<file path="src/rtl/fp_mul_pipe.sv">
// Pipelined IEEE-754-style multiplier with generic exponent/fraction widths.
// Operand register, decode/multiply, normalise/round, special-case/pack; one global stall enable.
`timescale 1ns/1ps
module fp_mul_pipe #(
    parameter int EXP_W = 8,
    parameter int MAN_W = 23
) (
    input  logic                       clk,
    input  logic                       rst,
    input  logic                       in_valid,
    output logic                       in_ready,
    input  logic [EXP_W+MAN_W:0]       input_a,
    input  logic [EXP_W+MAN_W:0]       input_b,
    output logic                       out_valid,
    input  logic                       out_ready,
    output logic [EXP_W+MAN_W:0]       output_z,
    output logic [3:0]                 flags
);
    localparam int W   = 1 + EXP_W + MAN_W;
    localparam int EW2 = EXP_W + 2;
    localparam int PW  = 2 * MAN_W + 2;
    localparam logic [EW2-1:0] BIAS   = EW2'((1 << (EXP_W - 1)) - 1);
    localparam logic [EW2-1:0] MAXE   = EW2'((1 << EXP_W) - 1);
    localparam logic [EW2-1:0] ZERO_E = '0;
    localparam logic [W-1:0]   QNAN   = {1'b0, {EXP_W{1'b1}}, 1'b1, {(MAN_W-1){1'b0}}};

    logic w_en;

    // Operand register stage
    logic           r_s0_valid;
    logic [W-1:0]   r_s0_a;
    logic [W-1:0]   r_s0_b;

    // Decode / multiply stage
    logic           r_s1_valid;
    logic           r_s1_sign;
    logic [EW2-1:0] r_s1_exp;
    logic [PW-1:0]  r_s1_prod;
    logic           r_s1_nan;
    logic           r_s1_invalid;
    logic           r_s1_inf;
    logic           r_s1_zero;

    // Normalise / round stage
    logic             r_s2_valid;
    logic             r_s2_sign;
    logic [EW2-1:0]   r_s2_exp;
    logic [MAN_W-1:0] r_s2_frac;
    logic             r_s2_inexact;
    logic             r_s2_nan;
    logic             r_s2_invalid;
    logic             r_s2_inf;
    logic             r_s2_zero;

    // Output stage
    logic           r_out_valid;
    logic [W-1:0]   r_out_z;
    logic [3:0]     r_flags;

    assign w_en      = out_ready | ~r_out_valid;
    assign in_ready  = w_en;
    assign out_valid = r_out_valid;
    assign output_z  = r_out_z;
    assign flags     = r_flags;

    logic [EXP_W-1:0] w_ea, w_eb;
    logic [MAN_W-1:0] w_fa, w_fb;
    logic             w_a_zero, w_b_zero, w_a_inf, w_b_inf, w_a_nan, w_b_nan;
    logic             w_a_snan, w_b_snan, w_inf_zero;
    logic [EW2-1:0]   w_e_sum;
    logic [PW-1:0]    w_man_a, w_man_b, w_prod;

    assign w_ea = r_s0_a[W-2:MAN_W];
    assign w_eb = r_s0_b[W-2:MAN_W];
    assign w_fa = r_s0_a[MAN_W-1:0];
    assign w_fb = r_s0_b[MAN_W-1:0];

    // Subnormals count as zero (exponent field 0 regardless of fraction)
    assign w_a_zero   = (w_ea == '0);
    assign w_b_zero   = (w_eb == '0);
    assign w_a_inf    = (w_ea == '1) && (w_fa == '0);
    assign w_b_inf    = (w_eb == '1) && (w_fb == '0);
    assign w_a_nan    = (w_ea == '1) && (w_fa != '0);
    assign w_b_nan    = (w_eb == '1) && (w_fb != '0);
    assign w_a_snan   = w_a_nan && !w_fa[MAN_W-1];
    assign w_b_snan   = w_b_nan && !w_fb[MAN_W-1];
    assign w_inf_zero = (w_a_inf && w_b_zero) || (w_a_zero && w_b_inf);

    assign w_e_sum = {2'b00, w_ea} + {2'b00, w_eb} - BIAS;
    assign w_man_a = {{(MAN_W+1){1'b0}}, 1'b1, w_fa};
    assign w_man_b = {{(MAN_W+1){1'b0}}, 1'b1, w_fb};
    assign w_prod  = w_man_a * w_man_b;

    logic [PW-1:0]    w_norm;
    logic [EW2-1:0]   w_exp_n, w_exp_r;
    logic [MAN_W-1:0] w_frac;
    logic             w_guard, w_sticky, w_inc;
    logic [MAN_W:0]   w_rnd;

    // Product lies in [1,4): left-align so the hidden bit always sits at PW-1
    assign w_norm   = r_s1_prod[PW-1] ? r_s1_prod : (r_s1_prod << 1);
    assign w_exp_n  = r_s1_exp + {{(EW2-1){1'b0}}, r_s1_prod[PW-1]};
    assign w_frac   = w_norm[PW-2 -: MAN_W];
    assign w_guard  = w_norm[MAN_W];
    assign w_sticky = |w_norm[MAN_W-1:0];
    assign w_inc    = w_guard & (w_sticky | w_frac[0]);
    assign w_rnd    = {1'b0, w_frac} + {{MAN_W{1'b0}}, w_inc};
    assign w_exp_r  = w_exp_n + {{(EW2-1){1'b0}}, w_rnd[MAN_W]};

    logic [W-1:0] w_z;
    logic [3:0]   w_flags;

    always_comb begin
        w_z     = {r_s2_sign, r_s2_exp[EXP_W-1:0], r_s2_frac};
        w_flags = {3'b000, r_s2_inexact};
        if (r_s2_nan) begin
            w_z     = QNAN;
            w_flags = {r_s2_invalid, 3'b000};
        end else if (r_s2_inf) begin
            w_z     = {r_s2_sign, {EXP_W{1'b1}}, {MAN_W{1'b0}}};
            w_flags = 4'b0000;
        end else if (r_s2_zero) begin
            w_z     = {r_s2_sign, {(W-1){1'b0}}};
            w_flags = 4'b0000;
        end else if ($signed(r_s2_exp) >= $signed(MAXE)) begin
            w_z     = {r_s2_sign, {EXP_W{1'b1}}, {MAN_W{1'b0}}};
            w_flags = 4'b0101;
        end else if ($signed(r_s2_exp) <= $signed(ZERO_E)) begin
            w_z     = {r_s2_sign, {(W-1){1'b0}}};
            w_flags = 4'b0011;
        end
    end

    always_ff @(posedge clk) begin
        if (rst) begin
            r_s0_valid   <= 1'b0;
            r_s0_a       <= '0;
            r_s0_b       <= '0;
            r_s1_valid   <= 1'b0;
            r_s1_sign    <= 1'b0;
            r_s1_exp     <= '0;
            r_s1_prod    <= '0;
            r_s1_nan     <= 1'b0;
            r_s1_invalid <= 1'b0;
            r_s1_inf     <= 1'b0;
            r_s1_zero    <= 1'b0;
            r_s2_valid   <= 1'b0;
            r_s2_sign    <= 1'b0;
            r_s2_exp     <= '0;
            r_s2_frac    <= '0;
            r_s2_inexact <= 1'b0;
            r_s2_nan     <= 1'b0;
            r_s2_invalid <= 1'b0;
            r_s2_inf     <= 1'b0;
            r_s2_zero    <= 1'b0;
            r_out_valid  <= 1'b0;
            r_out_z      <= '0;
            r_flags      <= '0;
        end else if (w_en) begin
            r_s0_valid   <= in_valid;
            r_s0_a       <= input_a;
            r_s0_b       <= input_b;

            r_s1_valid   <= r_s0_valid;
            r_s1_sign    <= r_s0_a[W-1] ^ r_s0_b[W-1];
            r_s1_exp     <= w_e_sum;
            r_s1_prod    <= w_prod;
            r_s1_nan     <= w_a_nan | w_b_nan | w_inf_zero;
            r_s1_invalid <= w_inf_zero | w_a_snan | w_b_snan;
            r_s1_inf     <= w_a_inf | w_b_inf;
            r_s1_zero    <= w_a_zero | w_b_zero;

            r_s2_valid   <= r_s1_valid;
            r_s2_sign    <= r_s1_sign;
            r_s2_exp     <= w_exp_r;
            r_s2_frac    <= w_rnd[MAN_W-1:0];
            r_s2_inexact <= w_guard | w_sticky;
            r_s2_nan     <= r_s1_nan;
            r_s2_invalid <= r_s1_invalid;
            r_s2_inf     <= r_s1_inf;
            r_s2_zero    <= r_s1_zero;

            r_out_valid  <= r_s2_valid;
            r_out_z      <= w_z;
            r_flags      <= w_flags;
        end
    end
endmodule

</file>
<file path="config.mk">
export PLATFORM = sky130hd
export DESIGN_NAME = fp_mul_pipe
export DESIGN_NICKNAME = d
export VERILOG_FILES = /design/src/rtl/fp_mul_pipe.sv
export SDC_FILE = /design/constraint.sdc
export NUM_CORES = 2
export LEC_CHECK = 0
export CAP_MARGIN = 20
export CELL_PAD_IN_SITES_DETAIL_PLACEMENT = 0
export CELL_PAD_IN_SITES_GLOBAL_PLACEMENT = 1
export CORE_ASPECT_RATIO = 2
export CORE_UTILIZATION = 49
export DETAILED_ROUTE_END_ITERATION = 16
export PLACE_DENSITY = 0.84
export SYNTH_ARGS = -nofsm -noshare
export SYNTH_HDL_FRONTEND = slang
export SYNTH_SLANG_ARGS = --single-unit
</file>
<file path="constraint.sdc">
create_clock -name clk -period 7.9 [get_ports clk]
set_clock_uncertainty 0.2 [all_clocks]
set_input_delay 1.58 -clock clk [delete_from_list [all_inputs] [get_ports clk]]
set_output_delay 1.58 -clock clk [all_outputs]
set_load 0.1 [all_outputs]
</file>
==> impl_results.md <==
* Status: finished clean
* Number of global-route vias before repair at 24370
* Inst Count DP at 4066
* CTS tree: built
* Synth warnings at 0
* Highest clock rate at 132.3 MHz
* Seq pwr share at 19.3%
* Worst flop-to-flop path startpoint: r_s0_a[16]
* Clk sinks at 206
* Most frequent cells in the layout: inv_1 (600), nand2_1 (553), fa_1 (484)
* Storage element area at 4131 sq um
* Asr flop ratio synth at 0%
* Hold Worst Slack at 0.2504 ns
* Synth Area in Simple Gates at 18.28%
* Worst reg2reg path endpoint: r_s1_prod[44]
* TritonCTS Buffers at 23
* Via total after detailed routing at 22480
* Multi-input logic area at 20460 sq um
* Final hold vios at 0
* Mapped Cells at 3268
* Startpoint Class: flip-flop
* # rows at 122
* Layout area overhead at 11.27%
* # fillers at 5200
* Die area at 57290 sq um
* Post-DP HPWL at 70.43 mm
* Synth area leaders: fa_1 (35%), dfxtp_1 (15%), ha_1 (8.6%)
* Routed WL per cell at 21.25 um
* Antenna-violating nets left at 0
* ANT cells at 0
* Clock share of power at 15.4%
* Post-synth top area cell: fa_1
* Worst endpoint required time at 8.18 ns
* Final Non-Filler Cells at 4107
* Number of port buffers at 105
* NumNets Final at 4089
* Clk root buf: clkbuf_16
* CP Class: flip-flop to flip-flop
* Post-layout minimum cycle time at 7.560 ns
* Slew headroom at 29.70%
* Reg2Reg Depth at 23
* Adder-cell area share of the yosys netlist at 43.76%
* # hold bufs at CTS at 0
* Sequential fraction of the synthesis area at 14.95%
* Initial antenna violation count at 1
* H-tree depth at 1
* Grt total ovfl at 0
* Post-DP Area at 29920 sq um
* Main combinational cell family by area after synthesis: adder cells
* Initial DRC count at 1386
* Layout cells sized above 1 at 6.096%
* First-pass GRT wire length at 135.2 mm
* Io pins at 106
* Die H at 337.5 um
* Period utilization at 95.70%
* Total power at 7.252 mW
* Syn nets at 4010
* Power per cell area at 236.3 nW/um^2
* Crit path capture type: flip-flop
* Clk_lat worst skew at 0.55 ns
* Seq cells post-synth at 206
* Yosys top cell area share at 35.14%
* Remaining routing DRC violations at 0
* Setup Viol. Count Final at 0
* Post-Syn Area per Cell at 8.438 sq um
* Multiplexer share of the synthesized area at 0.5309%
* Top_reg_cell synth: dfxtp_1
* Pint at 3.837 mW
* Mapped Area at 27580 sq um
* CP Max Fanout at 16
* Arrival time worst endpoint at 7.84 ns
* Core box area at 55410 sq um
* Hold path start: r_s2_frac[10]
* Combinational power share at 65.3%
* Clock buffer depth at 3
* Final GP Congestion at 0.9469
* Die width at 169.7 um
* Design area at 30680 sq um
* Sw power at 3.415 mW
* Leakage power at 14.62 nW
* VDD IR max at 171.8 uV
* R2r setup slk at 0.34 ns
* CTS clk-pin slew, worst paths at 0.07 ns
* Routed wire length at 87.29 mm
* Starting Density at 49.77%
* Max cap viols at 0
* Largest net degree at the start of global routing at 180
* Vias per Instance at 5.474
* Hold crit path type: flip-flop to flip-flop
* Post-synth EDFFs at 0
* Switching share of total power at 47.09%
* GRT Total Usage at 31.55%
* Compound-cell area share of the yosys netlist at 9.628%
* Fin. max-slew vios at 0
* Post-synth cell types at 77
* Setup tns final at 0 ns
* Hold Path Sink: r_s2_frac[10]
* Worst-margin pin slew at 1.055 ns
* Hold depth at 2
* RSZ-0062 raised after global routing: no
* Commonest non-fill, non-tap cell in the layout: inv_1
* XOR/XNOR Fraction of Synth Area at 1.937%
* DR pass1 iterations at 5
Yosys cell counts, types with 24 or more instances:
cell type,count
a211oi_1,39
a21oi_1,220
and2_1,247
clkbuf_1,174
dfxtp_1,206
fa_1,484
ha_1,190
inv_1,600
nand2_1,553
nand3_1,34
nor2_1,136
nor3_1,24
o21ai_0,63
xnor2_1,42
sequential cells by signal (all words and copies together) (netlist names), 4 cells and up:
name       cells
r_s1_prod     48
output_z      32
r_s0_a        32
r_s0_b        32
r_s2_frac     23
r_s1_exp      10
r_s2_exp      10
flags          4
metal layers:
| layer | share of wire [%] | global-route usage (%) | vias to the layer above |
|---|---|---|---|
| met5 | 0.013 | 0 | - |
| met4 | 7.7 | 21.01 | 2 |
| met3 | 5.0 | 3.500 | 262 |
| met2 | 53 | 58.35 | 785 |
| met1 | 35 | 33.35 | 11210 |
| li1 | - | - | 10220 |
power groups by stage:
| stage | clock network (mW) | logic, mW | registers, mW |
|---|---|---|---|
| floorplan | 0 | 3.09 | 1.42 |
| global placement | 0 | 4.66 | 1.41 |
| detailed placement | 0 | 4.70 | 1.42 |
| CTS | 1.14 | 4.74 | 1.40 |
| global route | 1.18 | 5.29 | 1.42 |
| finish | 1.11 | 4.74 | 1.40 |
metrics by stage:
step	utilization [%]	setup WS, ns
finish	55.38	0.3397
global route	55.38	0.03446
CTS	55.36	0.2391
detailed placement	53.99	0.2618
global placement	53.99	0.3124
floorplan	-	1.049
how the worst max path moves through the flow:
stage / start / end / slack, ns / depth (start not counted)
finish: r_s0_a[16] / r_s1_prod[44] / 0.34 / 23
global route: r_s0_b[0] / r_s1_prod[45] / 0.03 / 25
CTS: r_s0_a[17] / r_s1_prod[43] / 0.24 / 23
detailed placement: r_s0_a[17] / r_s1_prod[43] / 0.26 / 23
global placement: r_s0_a[17] / r_s1_prod[43] / 0.31 / 23
floorplan: r_s0_b[4] / r_s1_prod[43] / 1.05 / 27
worst max-delay path, stage by stage (launching register included):
cell and delay [ns]:
dfxtp_1 0.45, buf_4 0.23, buf_4 0.34, nand2_1 0.13, fa_1 0.59, fa_1 0.58, inv_1 0.06, fa_1 0.49
fa_1 0.57, fa_1 0.44, fa_1 0.49, inv_1 0.05, fa_1 0.47, inv_1 0.04, ha_1 0.32, a21o_1 0.20
a21o_1 0.17, a21oi_1 0.16, o21ai_0 0.21, o31ai_2 0.39, o21ai_1 0.16, a221o_1 0.36, a211o_1 0.30, nand3_1 0.07
area by class of cell:
cell class	count	share of cell area (%)
Multi-Input combinational cell	2270	66.68
Clock inverter	11	0.3792
Timing Repair Buffer	242	6.944
Sequential cell	206	13.46
Inverter	604	7.405
Tap cell	744	3.034
Clock buffer	30	2.092
timing repair:
action,CTS,global route
endpoints found under the hold margin,0,0
setup endpoints to repair,0,5
setup buffers,0,0
gates resized for setup,0,6
logic make-up (layout without fill, tap and decap cells):
kind of cell	Yosys count	count (layout)
AND/OR/NAND/NOR	1081	1081
buffers and inverters	792	887
adder cells (fa/ha/maj)	674	674
AO/OA/AOI/OAI	440	440
flip-flops	206	206
XOR/XNOR	61	61
multiplexers	14	14
Power figures use the tool's default switching activity.
